File: config.mk
export PLATFORM = sky130hd
export DESIGN_NAME = ingress_frame_buffer_flat
export DESIGN_NICKNAME = d
export VERILOG_FILES = /design/src/rtl/ingress_frame_buffer_if.sv /design/src/rtl/ingress_frame_buffer.sv /design/src/flat_wrapper.sv
export SDC_FILE = /design/constraint.sdc
export NUM_CORES = 2
export LEC_CHECK = 0
export ABC_CLOCK_PERIOD_IN_PS = 11700
export CAP_MARGIN = 5
export CORE_UTILIZATION = 60
export DETAILED_ROUTE_END_ITERATION = 12
export GPL_TIMING_DRIVEN = 0
export PLACE_DENSITY = 0.76
export SETUP_SLACK_MARGIN = 0.05
export SLEW_MARGIN = 10
export SYNTH_ARGS = -nofsm -noshare
export SYNTH_HDL_FRONTEND = slang
export SYNTH_MEMORY_MAX_BITS = 65536
export SYNTH_SLANG_ARGS = --single-unit
File: constraint.sdc
create_clock -name clk -period 11.7 [get_ports clk]
set_input_delay 1.17 -clock clk [delete_from_list [all_inputs] [get_ports clk]]
set_output_delay 1.17 -clock clk [all_outputs]
set_load 0.01 [all_outputs]
File: src/rtl/ingress_frame_buffer_if.sv
// ingress_frame_buffer_if: per-port rx lanes, drop pulses and the merged output byte stream
interface ingress_frame_buffer_if #(parameter int N_PORTS = 4);
  localparam int PW = $clog2(N_PORTS);
  logic [N_PORTS-1:0] link_sync;
  logic [8*N_PORTS-1:0] rx_data;
  logic [N_PORTS-1:0] rx_ctrl;
  logic [7:0] out_data;
  logic out_valid;
  logic out_ready;
  logic out_sof;
  logic out_eof;
  logic [PW-1:0] out_port;
  logic [N_PORTS-1:0] drop_pulse;
  modport master (
    output link_sync, rx_data, rx_ctrl, out_ready,
    input out_data, out_valid, out_sof, out_eof, out_port, drop_pulse
  );
  modport slave (
    input link_sync, rx_data, rx_ctrl, out_ready,
    output out_data, out_valid, out_sof, out_eof, out_port, drop_pulse
  );
endinterface

File: src/rtl/ingress_frame_buffer.sv
// ingress_frame_buffer: per-port store-and-forward FIFOs with commit/rollback, round-robin drain
module ingress_frame_buffer #(
  parameter int N_PORTS = 4,
  parameter int P_ADDR_WIDTH = 7,
  parameter int MIN_FRAME_BYTES = 64
) (
  input logic clk,
  input logic reset,
  ingress_frame_buffer_if.slave bus
);
  localparam int AW = P_ADDR_WIDTH;
  localparam int DEPTH = 2**AW;
  localparam int PW = $clog2(N_PORTS);
  typedef logic [AW:0] ptr_t;
  typedef enum logic [1:0] {IDLE, RECV, DROP} rx_state_t;
  typedef enum logic {O_IDLE, O_SEND} out_state_t;
  localparam ptr_t FULL = {1'b1, {AW{1'b0}}};
  logic [N_PORTS-1:0] has_frame;
  logic [N_PORTS-1:0] rd_inc;
  logic [8:0] head [N_PORTS];
  logic [8:0] cur;
  out_state_t ostate;
  logic [PW-1:0] last_grant, pick, idx;
  logic found;
  for (genvar p = 0; p < N_PORTS; p++) begin : g_port
    rx_state_t state;
    logic [7:0] hold;
    logic [15:0] len;
    ptr_t spec_ptr, commit_ptr, rd_ptr, frame_cnt;
    logic [8:0] mem [DEPTH];
    logic ctrl, sync, full, wr, commit, pulse;
    assign ctrl = bus.rx_ctrl[p];
    assign sync = bus.link_sync[p];
    assign full = spec_ptr - rd_ptr == FULL;
    assign wr = reset && state == RECV && sync && !full;
    assign commit = wr && !ctrl && len >= 16'(MIN_FRAME_BYTES);
    assign head[p] = mem[rd_ptr[AW-1:0]];
    assign has_frame[p] = |frame_cnt;
    assign bus.drop_pulse[p] = pulse;
    // the held byte is written one cycle late so its last flag is known
    always_ff @(posedge clk)
      if (wr) mem[spec_ptr[AW-1:0]] <= {~ctrl, hold};
    always_ff @(posedge clk)
      if (!reset) begin
        state <= IDLE;
        hold <= '0;
        len <= '0;
        spec_ptr <= '0;
        commit_ptr <= '0;
        pulse <= 1'b0;
      end else begin
        pulse <= 1'b0;
        case (state)
          IDLE: if (ctrl) begin
            state <= sync ? RECV : DROP;
            hold <= bus.rx_data[8*p +: 8];
            len <= 16'd1;
            spec_ptr <= commit_ptr;
          end
          RECV: if (!sync || full) begin
            spec_ptr <= commit_ptr;
            pulse <= 1'b1;
            state <= (sync && !ctrl) ? IDLE : DROP;
          end else if (ctrl) begin
            spec_ptr <= spec_ptr + ptr_t'(1);
            hold <= bus.rx_data[8*p +: 8];
            len <= len + 16'(~&len);
          end else begin
            state <= IDLE;
            spec_ptr <= commit ? spec_ptr + ptr_t'(1) : commit_ptr;
            commit_ptr <= commit ? spec_ptr + ptr_t'(1) : commit_ptr;
            pulse <= !commit;
          end
          default: if (!ctrl) state <= IDLE;
        endcase
      end
    always_ff @(posedge clk)
      if (!reset) begin
        rd_ptr <= '0;
        frame_cnt <= '0;
      end else begin
        rd_ptr <= rd_ptr + ptr_t'(rd_inc[p]);
        frame_cnt <= frame_cnt + ptr_t'(commit) - ptr_t'(rd_inc[p] & head[p][8]);
      end
  end
  always_comb begin
    pick = last_grant;
    found = 1'b0;
    idx = '0;
    for (int i = 1; i <= N_PORTS; i++) begin
      idx = PW'((int'(last_grant) + i) % N_PORTS);
      if (!found && has_frame[idx]) begin
        found = 1'b1;
        pick = idx;
      end
    end
  end
  assign cur = head[bus.out_port];
  assign bus.out_data = bus.out_valid ? cur[7:0] : '0;
  assign bus.out_eof = bus.out_valid & cur[8];
  always_comb begin
    rd_inc = '0;
    rd_inc[bus.out_port] = bus.out_valid & bus.out_ready;
  end
  always_ff @(posedge clk)
    if (!reset) begin
      ostate <= O_IDLE;
      last_grant <= PW'(N_PORTS - 1);
      bus.out_port <= '0;
      bus.out_valid <= 1'b0;
      bus.out_sof <= 1'b0;
    end else if (ostate == O_IDLE) begin
      if (found) begin
        ostate <= O_SEND;
        last_grant <= pick;
        bus.out_port <= pick;
        bus.out_valid <= 1'b1;
        bus.out_sof <= 1'b1;
      end
    end else if (bus.out_ready) begin
      bus.out_sof <= 1'b0;
      if (cur[8]) begin
        ostate <= O_IDLE;
        bus.out_valid <= 1'b0;
      end
    end
endmodule

File: src/flat_wrapper.sv
// flat-port wrapper written by rule: the top's interface ports become plain ports
module ingress_frame_buffer_flat 
#(
  parameter int N_PORTS = 4,
  parameter int P_ADDR_WIDTH = 7,
  parameter int MIN_FRAME_BYTES = 64
)
  (clk, reset, bus_link_sync, bus_rx_data, bus_rx_ctrl, bus_out_ready, bus_out_data, bus_out_valid, bus_out_sof, bus_out_eof, bus_out_port, bus_drop_pulse);
  ingress_frame_buffer_if #(.N_PORTS(N_PORTS)) bus_i ();
  input logic clk;
  input logic reset;
  input wire logic [$bits(bus_i.link_sync)-1:0] bus_link_sync;
  input wire logic [$bits(bus_i.rx_data)-1:0] bus_rx_data;
  input wire logic [$bits(bus_i.rx_ctrl)-1:0] bus_rx_ctrl;
  input wire logic [$bits(bus_i.out_ready)-1:0] bus_out_ready;
  output wire logic [$bits(bus_i.out_data)-1:0] bus_out_data;
  output wire logic [$bits(bus_i.out_valid)-1:0] bus_out_valid;
  output wire logic [$bits(bus_i.out_sof)-1:0] bus_out_sof;
  output wire logic [$bits(bus_i.out_eof)-1:0] bus_out_eof;
  output wire logic [$bits(bus_i.out_port)-1:0] bus_out_port;
  output wire logic [$bits(bus_i.drop_pulse)-1:0] bus_drop_pulse;
  assign bus_i.link_sync = bus_link_sync;
  assign bus_i.rx_data = bus_rx_data;
  assign bus_i.rx_ctrl = bus_rx_ctrl;
  assign bus_i.out_ready = bus_out_ready;
  assign bus_out_data = bus_i.out_data;
  assign bus_out_valid = bus_i.out_valid;
  assign bus_out_sof = bus_i.out_sof;
  assign bus_out_eof = bus_i.out_eof;
  assign bus_out_port = bus_i.out_port;
  assign bus_drop_pulse = bus_i.drop_pulse;
  ingress_frame_buffer #(.N_PORTS(N_PORTS), .P_ADDR_WIDTH(P_ADDR_WIDTH), .MIN_FRAME_BYTES(MIN_FRAME_BYTES)) u_core (.clk(clk), .reset(reset), .bus(bus_i));
endmodule
==> metrics.txt <==
PD cells 171 mW/mm²; Tmin final 8.52 ns; final hold slack 0.472 ns; sequential share of the synthesized area 0.749; crit end category primary output; root buffer cell clkbuf_16; post-CTS setup buffer count 0; Die Span Y 567 µm; Worst Max-Slew Pin Slew 1.49 ns; register area 0.143 mm²; Die Width 567 µm; RSZ-0062 raised after global routing no; wire per inst 39.1 µm; Final Hold Viols 0; TritonCTS clock tree yes; Worst-path clk slew 0.06 ns; Core Box Area 0.316 mm²; CP Data Required Time 10.53 ns; DRT Wirelength 564 mm; Gate power share 0.067; Netlist Area Pre-Place 0.191 mm²; Fin Clk Skew 0.0445 ns; Fillers 19,300; synthesis-stage register bit count 4,851; Max FO, Critical Path 10; Cells after Synth 9,290; failing checks max-capacitance violations; Core Rows 206; Synth cell types 89; startpoint class of the critical path register; first-pass GRT wire length 779 mm; main flop type after synthesis edfxtp_1; share of cells above drive strength 1 0.237; setup TNS 0 ns; status finished, violations left; Final Cycle Share 0.728; Placer Congestion 1.02; cts repair resizes 0; most frequent cells in the layout 4,608 x edfxtp_1, 1,345 x mux4_2, 783 x nor2_1, 467 x clkbuf_16, 302 x nand2_1; Initial DRC Count 18,600; H-tree depth 5; Leakage 0.0638 µW; Max Slew Vio Count 0; DIE AREA 0.321 mm²; Slew headroom 0.00523; FF-to-FF path depth 16; final setup violation count 0; Ports 60; initial antenna violation count 20; Data arrival, critical path 7.35 ns; Synth top area share 0.724; global route overflow 0; maximum VDD drop 0.000143 V; Initial Util 0.605; largest net degree at the start of global routing 97; syn_area_per_cell 20.6 µm²; CP Class register to primary output; CTS Hold Buffers Added 0; Final Util 0.674; number of global-route vias before repair 102,000; area of the multi-input gates 0.0451 mm²; Pre-antenna DRT Iters 8; PortBufs 58; DRC viols 0; Flop pwr share 0.527; post-synth top area cell edfxtp_1; Ys Warns 0; Worst Hold Depth 2; Sink Count 4,851; DPL Wire Length 358 mm; Synth area leaders edfxtp_1 72%, mux4_2 16%, dfxtp_1 2.5%; net count after synthesis 9,429; Net Sw Frac 0.226; CTS Buffer Depth 4; antenna viol nets, final 0; CTS Buf Count 460; EDFF count, synth 4,608; achievable frequency 117 MHz; leading cell type in the layout, fill and taps excluded edfxtp_1; Clk network pwr share 0.406; HP Class register to register; Clk Latency, worst-skew pair 1.01 ns; Int Power 28,300 µW; Via density 7.19; via count 104,000; NetSw 8260 µW; Nets 9,992; max-cap viol count 1; synthesis-to-layout area growth 11.5%; post-synthesis async set-or-reset flop share 0; GRT Total Usage 0.351
## path summary, 6_finish.rpt
path / startpoint / to / slack (ns)
min reg2reg: u_core.g_port[0].commit_ptr[3] / u_core.g_port[0].commit_ptr[3] / 0.47
max: u_core.g_port[3].rd_ptr[1] / bus_out_data[5] / 3.18
min: u_core.g_port[0].commit_ptr[3] / u_core.g_port[0].commit_ptr[3] / 0.47
max reg2reg: u_core.g_port[0].rd_ptr[2] / u_core.g_port[0].mem[62][0] / 3.64
## final cells by class
class | instances | area share
antenna | 11 | 0.000129
inverter | 115 | 0.00207
clock inverter | 305 | 0.0129
timing repair buffer | 101 | 0.00751
sequential | 4851 | 0.673
tap | 4160 | 0.0244
multi-input combinational | 3834 | 0.211
clock buffer | 556 | 0.0566
buffer | 490 | 0.0124
## power groups by stage
stage | combinational (µW) | clock (µW) | sequential [µW]
finish | 2430 | 14900 | 19300
global route | 2510 | 15400 | 19300
CTS | 2380 | 14800 | 19200
detailed placement | 2360 | 0 | 19600
global placement | 2120 | 0 | 19800
floorplan | 1370 | 0 | 19600
## metrics by stage
step | power, µW | instance area [µm²] | worst slack, ns | cells
finish | 36500 | 213000 | 3.18 | 14400
detailed placement | 22000 | 198000 | 4.10 | 13600
global route | 37200 | 213000 | 3.42 | 14400
global placement | 21900 | 197000 | 3.58 | 13500
CTS | 36400 | 213000 | 3.40 | 14400
floorplan | 21000 | 191000 | 6.77 | 9290
## routing by layer
metal | vias up | wire [µm] | track usage
met5 | - | 30 | 0
met4 | 4 | 38700 | 0.195
met3 | 1753 | 79000 | 0.108
met2 | 8977 | 258000 | 0.533
met1 | 53500 | 188000 | 0.457
li1 | 39500 | - | -
## kinds of logic after synthesis
group,count (synthesis),synth area share
muxes,1503,0.167
and+or+nand+nor,1520,0.0349
xor gates and xnor gates,122,0.00559
AOI/OAI and AO/OA,593,0.0215
buffers and inverters,605,0.0158
adders and majority gates,96,0.00644
DFF,4851,0.749
## synthesized netlist by cell type, types with 14 or more instances
| cell type | number |
|---|---|
| a2111oi_0 | 14 |
| nor4_1 | 27 |
| or3_1 | 17 |
| a311oi_1 | 15 |
| nor3_1 | 49 |
| edfxtp_1 | 4608 |
| nor2b_1 | 41 |
| nand2_1 | 302 |
| inv_1 | 100 |
| a22oi_1 | 108 |
| a211oi_1 | 34 |
| a31oi_1 | 25 |
| o21bai_1 | 14 |
| and3_1 | 26 |
| xnor2_1 | 101 |
| dfxtp_1 | 243 |
| nand2b_1 | 18 |
| nand4_1 | 36 |
| a22o_1 | 16 |
| buf_2 | 141 |
| buf_1 | 45 |
| o221ai_1 | 24 |
| nand3_1 | 123 |
| ha_1 | 92 |
| o21ai_0 | 74 |
| and2_1 | 31 |
| buf_4 | 66 |
| o22ai_1 | 19 |
| buf_6 | 44 |
| o31ai_1 | 18 |
| mux4_2 | 1345 |
| a21oi_1 | 136 |
| nor2_1 | 791 |
| clkbuf_1 | 193 |
| mux2i_1 | 149 |
| xor2_1 | 21 |
## registers in the layout, indices dropped and copies added (netlist names)
register and cells:
u_core.g_port.state 8, u_core.g_port.pulse 4, u_core.g_port.commit_ptr 32, u_core.g_port.spec_ptr 32, u_core.ostate 1, u_core.g_port.mem 4608
u_core.last_grant 2, u_core.bus.out_sof 1, u_core.g_port.rd_ptr 32, u_core.bus.out_valid 1, u_core.g_port.frame_cnt 32, u_core.g_port.len 64
u_core.bus.out_port 2, u_core.g_port.hold 32
## worst max-delay path, stage by stage, from the launching register on
cell and delay (ns):
dfxtp_1 0.34, buf_2 0.37, buf_2 0.58, clkbuf_1 0.87
clkbuf_1 1.00, mux4_2 0.45, mux2i_1 0.17, o22ai_1 0.15
a211oi_1 0.39, nand2_1 0.09, a31oi_1 0.87, a21oi_1 0.44
clkdlybuf4s50_1 0.59
Note: power is estimated with default switching activity, not from simulation.
